### config.mk
export PLATFORM = sky130hd
export DESIGN_NAME = dense_layer_seq_ctrl
export DESIGN_NICKNAME = d
export VERILOG_FILES = /design/src/rtl/dense_layer_seq_ctrl.sv
export SDC_FILE = /design/constraint.sdc
export NUM_CORES = 2
export LEC_CHECK = 0
export ABC_AREA = 1
export CORE_MARGIN = 2
export CORE_UTILIZATION = 58
export CTS_CLUSTER_SIZE = 25
export DETAILED_ROUTE_END_ITERATION = 8
export PLACE_DENSITY = 0.77
export SYNTH_ARGS = -nofsm -noshare
export SYNTH_HDL_FRONTEND = slang
export SYNTH_SLANG_ARGS = --single-unit
### constraint.sdc
create_clock -name clk -period 7.25 [get_ports clk]
set_clock_uncertainty 0.1 [all_clocks]
set_input_delay 1.45 -clock clk [delete_from_list [all_inputs] [get_ports clk]]
set_output_delay 1.45 -clock clk [all_outputs]
set_load 0.05 [all_outputs]
### src/rtl/dense_layer_seq_ctrl.sv
// Sequential dense layer: one signed MAC walks every (neuron, input) pair and emits one result per neuron.
// Optional running argmax over the emitted results is enabled with `define DENSE_SEQ_ARGMAX_EN.
module dense_layer_seq_ctrl #(
    parameter int IN_SIZE  = 32,
    parameter int OUT_SIZE = 3,
    parameter int IN_W     = 56,
    parameter int W_W      = 8,
    parameter int B_W      = 16,
    parameter int ACC_W    = 72
) (
    input  logic                                  clk,
    input  logic                                  rst,
    input  logic                                  start,
    output logic                                  busy,
    output logic                                  done,
    output logic [$clog2(IN_SIZE)-1:0]            in_addr,
    input  logic signed [IN_W-1:0]                in_data,
    output logic [$clog2(IN_SIZE*OUT_SIZE)-1:0]   w_addr,
    input  logic signed [W_W-1:0]                 w_data,
    output logic [$clog2(OUT_SIZE)-1:0]           b_addr,
    input  logic signed [B_W-1:0]                 b_data,
    output logic                                  out_valid,
    output logic [$clog2(OUT_SIZE)-1:0]           out_idx,
    output logic signed [ACC_W-1:0]               out_data,
    output logic [$clog2(OUT_SIZE)-1:0]           class_idx,
    output logic                                  class_valid
);

    localparam int IA_W   = $clog2(IN_SIZE);
    localparam int WA_W   = $clog2(IN_SIZE*OUT_SIZE);
    localparam int BA_W   = $clog2(OUT_SIZE);
    localparam int PROD_W = IN_W + W_W;

    localparam logic [IA_W-1:0] K_LAST  = IA_W'(IN_SIZE - 1);
    localparam logic [BA_W-1:0] N_LAST  = BA_W'(OUT_SIZE - 1);
    localparam logic [IA_W-1:0] IA_ZERO = {IA_W{1'b0}};
    localparam logic [IA_W-1:0] IA_ONE  = IA_W'(1);
    localparam logic [WA_W-1:0] WA_ZERO = {WA_W{1'b0}};
    localparam logic [WA_W-1:0] WA_ONE  = WA_W'(1);
    localparam logic [BA_W-1:0] BA_ZERO = {BA_W{1'b0}};
    localparam logic [BA_W-1:0] BA_ONE  = BA_W'(1);
    localparam logic [ACC_W-1:0] ACC_ZERO = {ACC_W{1'b0}};

    typedef enum logic [1:0] {S_IDLE, S_FIRST, S_MAC, S_EMIT} state_t;

    state_t                  state_q, state_d;
    logic [IA_W-1:0]         in_addr_q, in_addr_d;
    logic [WA_W-1:0]         w_addr_q, w_addr_d;
    logic [BA_W-1:0]         b_addr_q, b_addr_d;
    logic signed [ACC_W-1:0] acc_q, acc_d;
    logic                    busy_q, busy_d;
    logic                    done_q, done_d;
    logic                    out_valid_q, out_valid_d;
    logic [BA_W-1:0]         out_idx_q, out_idx_d;
    logic signed [ACC_W-1:0] out_data_q, out_data_d;

    logic signed [PROD_W-1:0] in_ext_s, w_ext_s, prod_s;
    logic signed [ACC_W-1:0]  prod_ext_s, bias_ext_s, mac_sum_s;

    // Full-precision product and sign extension into the accumulator width.
    assign in_ext_s   = {{W_W{in_data[IN_W-1]}}, in_data};
    assign w_ext_s    = {{IN_W{w_data[W_W-1]}}, w_data};
    assign prod_s     = in_ext_s * w_ext_s;
    assign prod_ext_s = {{(ACC_W-PROD_W){prod_s[PROD_W-1]}}, prod_s};
    assign bias_ext_s = {{(ACC_W-B_W){b_data[B_W-1]}}, b_data};
    assign mac_sum_s  = acc_q + prod_ext_s;

    // Next-state, address sequencing and result capture.
    always_comb begin
        state_d     = state_q;
        in_addr_d   = in_addr_q;
        w_addr_d    = w_addr_q;
        b_addr_d    = b_addr_q;
        acc_d       = acc_q;
        busy_d      = busy_q;
        done_d      = 1'b0;
        out_valid_d = 1'b0;
        out_idx_d   = out_idx_q;
        out_data_d  = out_data_q;
        case (state_q)
            S_IDLE: begin
                if (start) begin
                    state_d   = S_FIRST;
                    in_addr_d = IA_ZERO;
                    w_addr_d  = WA_ZERO;
                    b_addr_d  = BA_ZERO;
                    acc_d     = ACC_ZERO;
                    busy_d    = 1'b1;
                end else begin
                    state_d   = S_IDLE;
                end
            end
            S_FIRST: begin
                acc_d     = bias_ext_s + prod_ext_s;
                in_addr_d = in_addr_q + IA_ONE;
                w_addr_d  = w_addr_q + WA_ONE;
                state_d   = S_MAC;
            end
            S_MAC: begin
                acc_d = mac_sum_s;
                // Addresses stop at the last element so they never leave the valid range.
                if (in_addr_q == K_LAST) begin
                    state_d     = S_EMIT;
                    out_valid_d = 1'b1;
                    out_idx_d   = b_addr_q;
                    out_data_d  = mac_sum_s;
                    done_d      = (b_addr_q == N_LAST);
                end else begin
                    in_addr_d   = in_addr_q + IA_ONE;
                    w_addr_d    = w_addr_q + WA_ONE;
                end
            end
            S_EMIT: begin
                if (b_addr_q == N_LAST) begin
                    state_d   = S_IDLE;
                    busy_d    = 1'b0;
                end else begin
                    state_d   = S_FIRST;
                    b_addr_d  = b_addr_q + BA_ONE;
                    in_addr_d = IA_ZERO;
                    w_addr_d  = w_addr_q + WA_ONE;
                end
            end
            default: begin
                state_d = S_IDLE;
                busy_d  = 1'b0;
            end
        endcase
    end

    // State, counters, accumulator and registered outputs.
    always_ff @(posedge clk or posedge rst) begin
        if (rst) begin
            state_q     <= S_IDLE;
            in_addr_q   <= IA_ZERO;
            w_addr_q    <= WA_ZERO;
            b_addr_q    <= BA_ZERO;
            acc_q       <= ACC_ZERO;
            busy_q      <= 1'b0;
            done_q      <= 1'b0;
            out_valid_q <= 1'b0;
            out_idx_q   <= BA_ZERO;
            out_data_q  <= ACC_ZERO;
        end else begin
            state_q     <= state_d;
            in_addr_q   <= in_addr_d;
            w_addr_q    <= w_addr_d;
            b_addr_q    <= b_addr_d;
            acc_q       <= acc_d;
            busy_q      <= busy_d;
            done_q      <= done_d;
            out_valid_q <= out_valid_d;
            out_idx_q   <= out_idx_d;
            out_data_q  <= out_data_d;
        end
    end

    assign busy      = busy_q;
    assign done      = done_q;
    assign in_addr   = in_addr_q;
    assign w_addr    = w_addr_q;
    assign b_addr    = b_addr_q;
    assign out_valid = out_valid_q;
    assign out_idx   = out_idx_q;
    assign out_data  = out_data_q;

`ifdef DENSE_SEQ_ARGMAX_EN
    logic signed [ACC_W-1:0] max_q, max_d;
    logic [BA_W-1:0]         max_idx_q, max_idx_d;
    logic [BA_W-1:0]         cls_idx_q, cls_idx_d;
    logic                    cls_valid_q, cls_valid_d;
    logic                    take_s;

    // Running maximum; neuron 0 always seeds it and strict compare keeps the lowest index on ties.
    always_comb begin
        max_d       = max_q;
        max_idx_d   = max_idx_q;
        cls_idx_d   = cls_idx_q;
        cls_valid_d = 1'b0;
        take_s      = 1'b0;
        if ((state_q == S_IDLE) && start) begin
            max_d     = ACC_ZERO;
            max_idx_d = BA_ZERO;
        end else if (out_valid_d) begin
            take_s = (b_addr_q == BA_ZERO) || (mac_sum_s > max_q);
            if (take_s) begin
                max_d     = mac_sum_s;
                max_idx_d = b_addr_q;
            end else begin
                max_d     = max_q;
                max_idx_d = max_idx_q;
            end
            if (done_d) begin
                cls_valid_d = 1'b1;
                cls_idx_d   = take_s ? b_addr_q : max_idx_q;
            end else begin
                cls_valid_d = 1'b0;
            end
        end else begin
            cls_valid_d = 1'b0;
        end
    end

    // Argmax registers.
    always_ff @(posedge clk or posedge rst) begin
        if (rst) begin
            max_q       <= ACC_ZERO;
            max_idx_q   <= BA_ZERO;
            cls_idx_q   <= BA_ZERO;
            cls_valid_q <= 1'b0;
        end else begin
            max_q       <= max_d;
            max_idx_q   <= max_idx_d;
            cls_idx_q   <= cls_idx_d;
            cls_valid_q <= cls_valid_d;
        end
    end

    assign class_idx   = cls_idx_q;
    assign class_valid = cls_valid_q;
`else
    assign class_idx   = BA_ZERO;
    assign class_valid = 1'b0;
`endif

endmodule

==> qor.csv, run 1 <==
stage,metric,value,unit
placement,gp_congestion,1.133,
floorplan,rows,88,
synth,synth_edf_count,0,
status,status,stopped before the end,
synth,synth_flop_cell,dfrtp_1,
placement,pre_cts_ws,-2.202,ns
synth,synth_most_common_cell,nand2_1,
floorplan,die_w,246.3,µm
grt,grt_pass1_vias,53780,
synth,synth_warnings,0,
synth,syn_inst,5248,
grt,grt_usage,78.27,%
cts,htreeDepth,4,
placement,place_area,44680,µm²
placement,dp_hpwl,126900,µm
synth,synth_area_leaders,"fa_1 20%, nand2_1 15%, inv_1 13%",
cts,cts_made_buffers,17,
grt,gr-total-overflow,172,
synth,yosysSeqAreaShare,12.13,%
synth,synth_area_leader_cell,fa_1,
grt,grt_pass1_wl,349800,µm
floorplan,top_level_ports,177,
cts,numClockSinks,165,
synth,synth_commonest_cells,"1,316 x nand2_1, 1,223 x inv_1, 489 x nor2_1",
synth,synth_area,34040,µm²
status,lastStage,global routing (5_1_grt),
synth,avgSynthCellArea,6.486,µm²
synth,ys_types,53,
cts,cts-root-buf,clkbuf_16,
floorplan,fp.dieH,246.3,µm
status,error,[ERROR GRT-0116] Global routing finished with congestion. Check the congestion regions in the DRC Viewer.,
cts,cts_buffer_depth,2,
placement,io_buffer_count,173,
floorplan,start_util,58.88,%
synth,synth_top_area_share,20.29,%
synth,ys_async_sr_fraction,100.0,%
grt,grt_max_degree,110,
synth,yosys_register_bits,165,
==> through the flow <==
step,util (%),cells
CTS,88.26,7278
detailed placement,77.30,7145
global placement,77.30,7145
floorplan,-,5250
==> kinds of logic after synthesis <==
logic type      after synthesis  synth area share (%)
xor+xnor                    102                 2.625
fa+ha+maj                   621                 30.44
simple gates               2193                 26.43
other cells                   1               0.01102
compound gates              784                 12.86
flops                       165                 12.13
buf+inv                    1382                 15.51
==> metal layers <==
metal  overflow  global-route usage [%]
met2         92                   93.85
met1          4                   77.85
met4         70                   75.89
met5          0                   42.65
met3          6                   64.59
==> timing repair <==
item | CTS
setup buffers | 95
cloned | 9
gates resized for setup | 1246
hold buffers | 0
endpoints found under the setup margin | 127
pin swaps | 291
==> run 2: changes to the inputs <==
--- a/config.mk
+++ b/config.mk
@@ -7,10 +7,9 @@
 export LEC_CHECK = 0
 export ABC_AREA = 1
 export CORE_MARGIN = 2
-export CORE_UTILIZATION = 58
-export CTS_CLUSTER_SIZE = 25
+export CORE_UTILIZATION = 40
 export DETAILED_ROUTE_END_ITERATION = 8
-export PLACE_DENSITY = 0.77
+export PLACE_DENSITY_LB_ADDON = 0.15
 export SYNTH_ARGS = -nofsm -noshare
 export SYNTH_HDL_FRONTEND = slang
 export SYNTH_SLANG_ARGS = --single-unit
==> qor.csv, run 2 <==
stage,metric,value,unit
grt,grt_pass1_vias,41160,
floorplan,start_util,40.54,%
floorplan,die_area,87440,µm²
timing,setup_violations,93,
floorplan,core-area,83950,µm²
cts,cts_buffer_depth,2,
synth,synth_area_leader_cell,fa_1,
floorplan,die_w,295.7,µm
setup_path,worstSetupPathType,in -> reg,
cts,htreeDepth,4,
timing,layout_setup_ws,-0.5464,ns
synth,synth_area,34040,µm²
cts,cts_tree,yes,
drt,drt-initial-drc-count,2897,
setup_path,rrSetupSlack,3.71,ns
placement,dp_hpwl,127300,µm
floorplan,rows,106,
timing,relSlewSlack,12.87,%
setup_path,path_max_fanout,4,
cts,holdBufCountCts,0,
setup_path,end_kind,flop,
drt,drt-total-wl,167300,µm
layout,mostFrequentLayoutCells,"1,182 x buf_4, 979 x nand2_1, 954 x inv_1, 329 x fa_1, 255 x buf_6",
layout,multiInputGateArea,34590,µm²
timing,rsz0062_at_grt,true,
timing,max_freq,0.1283,GHz
setup_path,r2r-end,w_addr[6]$_DFFE_PP0P_,
drt,via_per_inst,5.177,
drt,vias,41090,
layout,fin_cells,7937,
flow_run,maxCapViolCount,0,
layout,fillers,6567,
placement,gp_congestion,1.077,
synth,yosys_register_bits,165,
grt,grt_pass1_wl,241700,µm
synth,ys_async_sr_fraction,100.0,%
timing,hold_violations,0,
synth,yosysSeqAreaShare,12.13,%
synth,synth_top_area_share,20.29,%
setup_path,max_stage_delay,0.56,ns
timing,report.final.slew_viol_count,0,
cts,numClockSinks,165,
synth,synth_edf_count,0,
cts,cts-root-buf,clkbuf_16,
min_path,hold_class,reg -> reg,
drt,final_antenna_net_count,0,
timing,tightest_slew,1.307,ns
synth,syn_inst,5248,
layout,layout_commonest_cell,buf_4,
drt,wl_per_cell,21.07,µm
setup_path,crit_slowest_cell,fa_2,
timing,min_period,7.796,ns
layout,num-nets-final,7494,
setup_path,crit_top_cell,inv_2,
cts,clk_pin_slew_worst_paths,0.07,ns
setup_path,startpoint_type,input pin,
setup_path,reg2reg_from,in_addr[0]$_DFFE_PP0P_,
synth,synth_warnings,0,
timing,finalCritPeriodShare,107.5,%
floorplan,fp.dieH,295.7,µm
grt,grt_antenna_before_repair,1,
cts,clk_latency,0.47,ns
floorplan,top_level_ports,177,
grt,top_usage_layer,met2,
synth,synth_commonest_cells,"1,316 x nand2_1, 1,223 x inv_1, 489 x nor2_1",
cts,cts_made_buffers,17,
grt,grt_usage,36.80,%
grt,use_met2,59.91,%
setup_path,worstPathArrival,8.10,ns
synth,synth_flop_cell,dfrtp_1,
synth,synth_most_common_cell,nand2_1,
status,status,finished with violations,
min_path,min_from,out_data[48]$_DFFE_PP0P_,
layout,layout-drive-gt1-share,48.49,%
drt,drc_errors,0,
placement,dp.cells,7597,
status,violations,setup timing,
synth,ys_types,53,
setup_path,crit_required,7.55,ns
grt,met1_usage,45.90,%
placement,io_buffer_count,173,
grt,grtUsageMet3,4.707,%
layout,area_growth,76.54,%
grt,gr-total-overflow,0,
synth,synth_area_leaders,"fa_1 20%, nand2_1 15%, inv_1 13%",
layout,diodes,0,
setup_path,ff2ff_path_depth,15,
min_path,min_to,out_data[48]$_DFFE_PP0P_,
grt,grt_max_degree,110,
min_path,hold_depth,2,
layout,register_area,4129,µm²
drt,first_pass_iters,6,
synth,avgSynthCellArea,6.486,µm²
==> run 2: what timing repair did <==
item / 4_1_cts / 5_1_grt
setup endpoints to repair: 126 / 126
setup buffers: 211 / 127
gates resized for setup: 1971 / 951
gates cloned: 7 / 1
pin swaps: 612 / 626
endpoints found under the hold margin: 0 / 0
==> run 2: layout make-up <==
| cell class | instances | area share [%] |
|---|---|---|
| Clock buffer | 18 | 0.7142 |
| Clock inverter | 14 | 0.2394 |
| Inverter | 1231 | 7.829 |
| Multi-Input combinational cell | 3703 | 57.56 |
| Sequential cell | 165 | 6.871 |
| Tap cell | 1134 | 2.361 |
| Timing Repair Buffer | 1671 | 24.41 |
| Timing Repair inverter | 1 | 0.01874 |
==> run 2: worst max path at each step <==
| stage | from | endpoint | slack [ns] | cells after the start |
|---|---|---|---|---|
| 3_5_place_dp | w_data[7] | acc_q[68]$_DFFE_PP0P_ | -2.57 | 37 |
| 4_1_cts | w_data[5] | acc_q[68]$_DFFE_PP0P_ | -0.50 | 40 |
| 5_1_grt | w_data[5] | acc_q[70]$_DFFE_PP0P_ | -0.76 | 43 |
| 6_report | w_data[5] | acc_q[62]$_DFFE_PP0P_ | -0.55 | 40 |
| 2_1_floorplan | w_data[7] | acc_q[47]$_DFFE_PP0P_ | 0.004 | 32 |
| 3_3_place_gp | w_data[7] | acc_q[71]$_DFFE_PP0P_ | -2.55 | 37 |
==> run 2: cells by family (layout without fill, tap and decap cells) <==
family | after synthesis | count (layout) | share of synthesized area (%)
AND/OR/NAND/NOR | 2193 | 2193 | 26.43
buffers and inverters | 1382 | 2935 | 15.51
AO/OA/AOI/OAI | 784 | 784 | 12.86
adder cells (fa/ha/maj) | 621 | 621 | 30.44
flip-flops | 165 | 165 | 12.13
XOR/XNOR | 102 | 102 | 2.625
other | 1 | 3 | 0.01102
==> run 2: metal layers <==
metal	vias up	share of wire [%]
li1	19160	-
met1	19900	39
met2	1549	46
met3	476	7.0
met4	2	8.1
met5	-	0.0078
==> run 2: critical path, delay by kind of cell <==
kind,cells,cell delay (ns)
AO/OA/AOI/OAI,3,0.35
AND/OR/NAND/NOR,17,2.11
buffers and inverters,13,1.25
adder cells (fa/ha/maj),6,2.75
XOR/XNOR,1,0.13
==> run 2: through the flow <==
step                utilization [%]  hold slack [ns]  worst slack (ns)  area, µm²  TNS (ns)
floorplan                         -           0.3528          0.004077      34290         0
global placement              54.61           0.3649            -2.551      45840   -232.41
detailed placement            54.61           0.3652            -2.566      45840   -232.24
CTS                           66.31           0.3770           -0.5044      55670    -17.44
global route                  71.58           0.3978           -0.7556      60090    -47.56
finish                        71.58           0.3806           -0.5464      60090    -29.94
Power of run 2 is not shown: default switching activity piles up to over one toggle a cycle in this logic, so the estimate is an artifact.
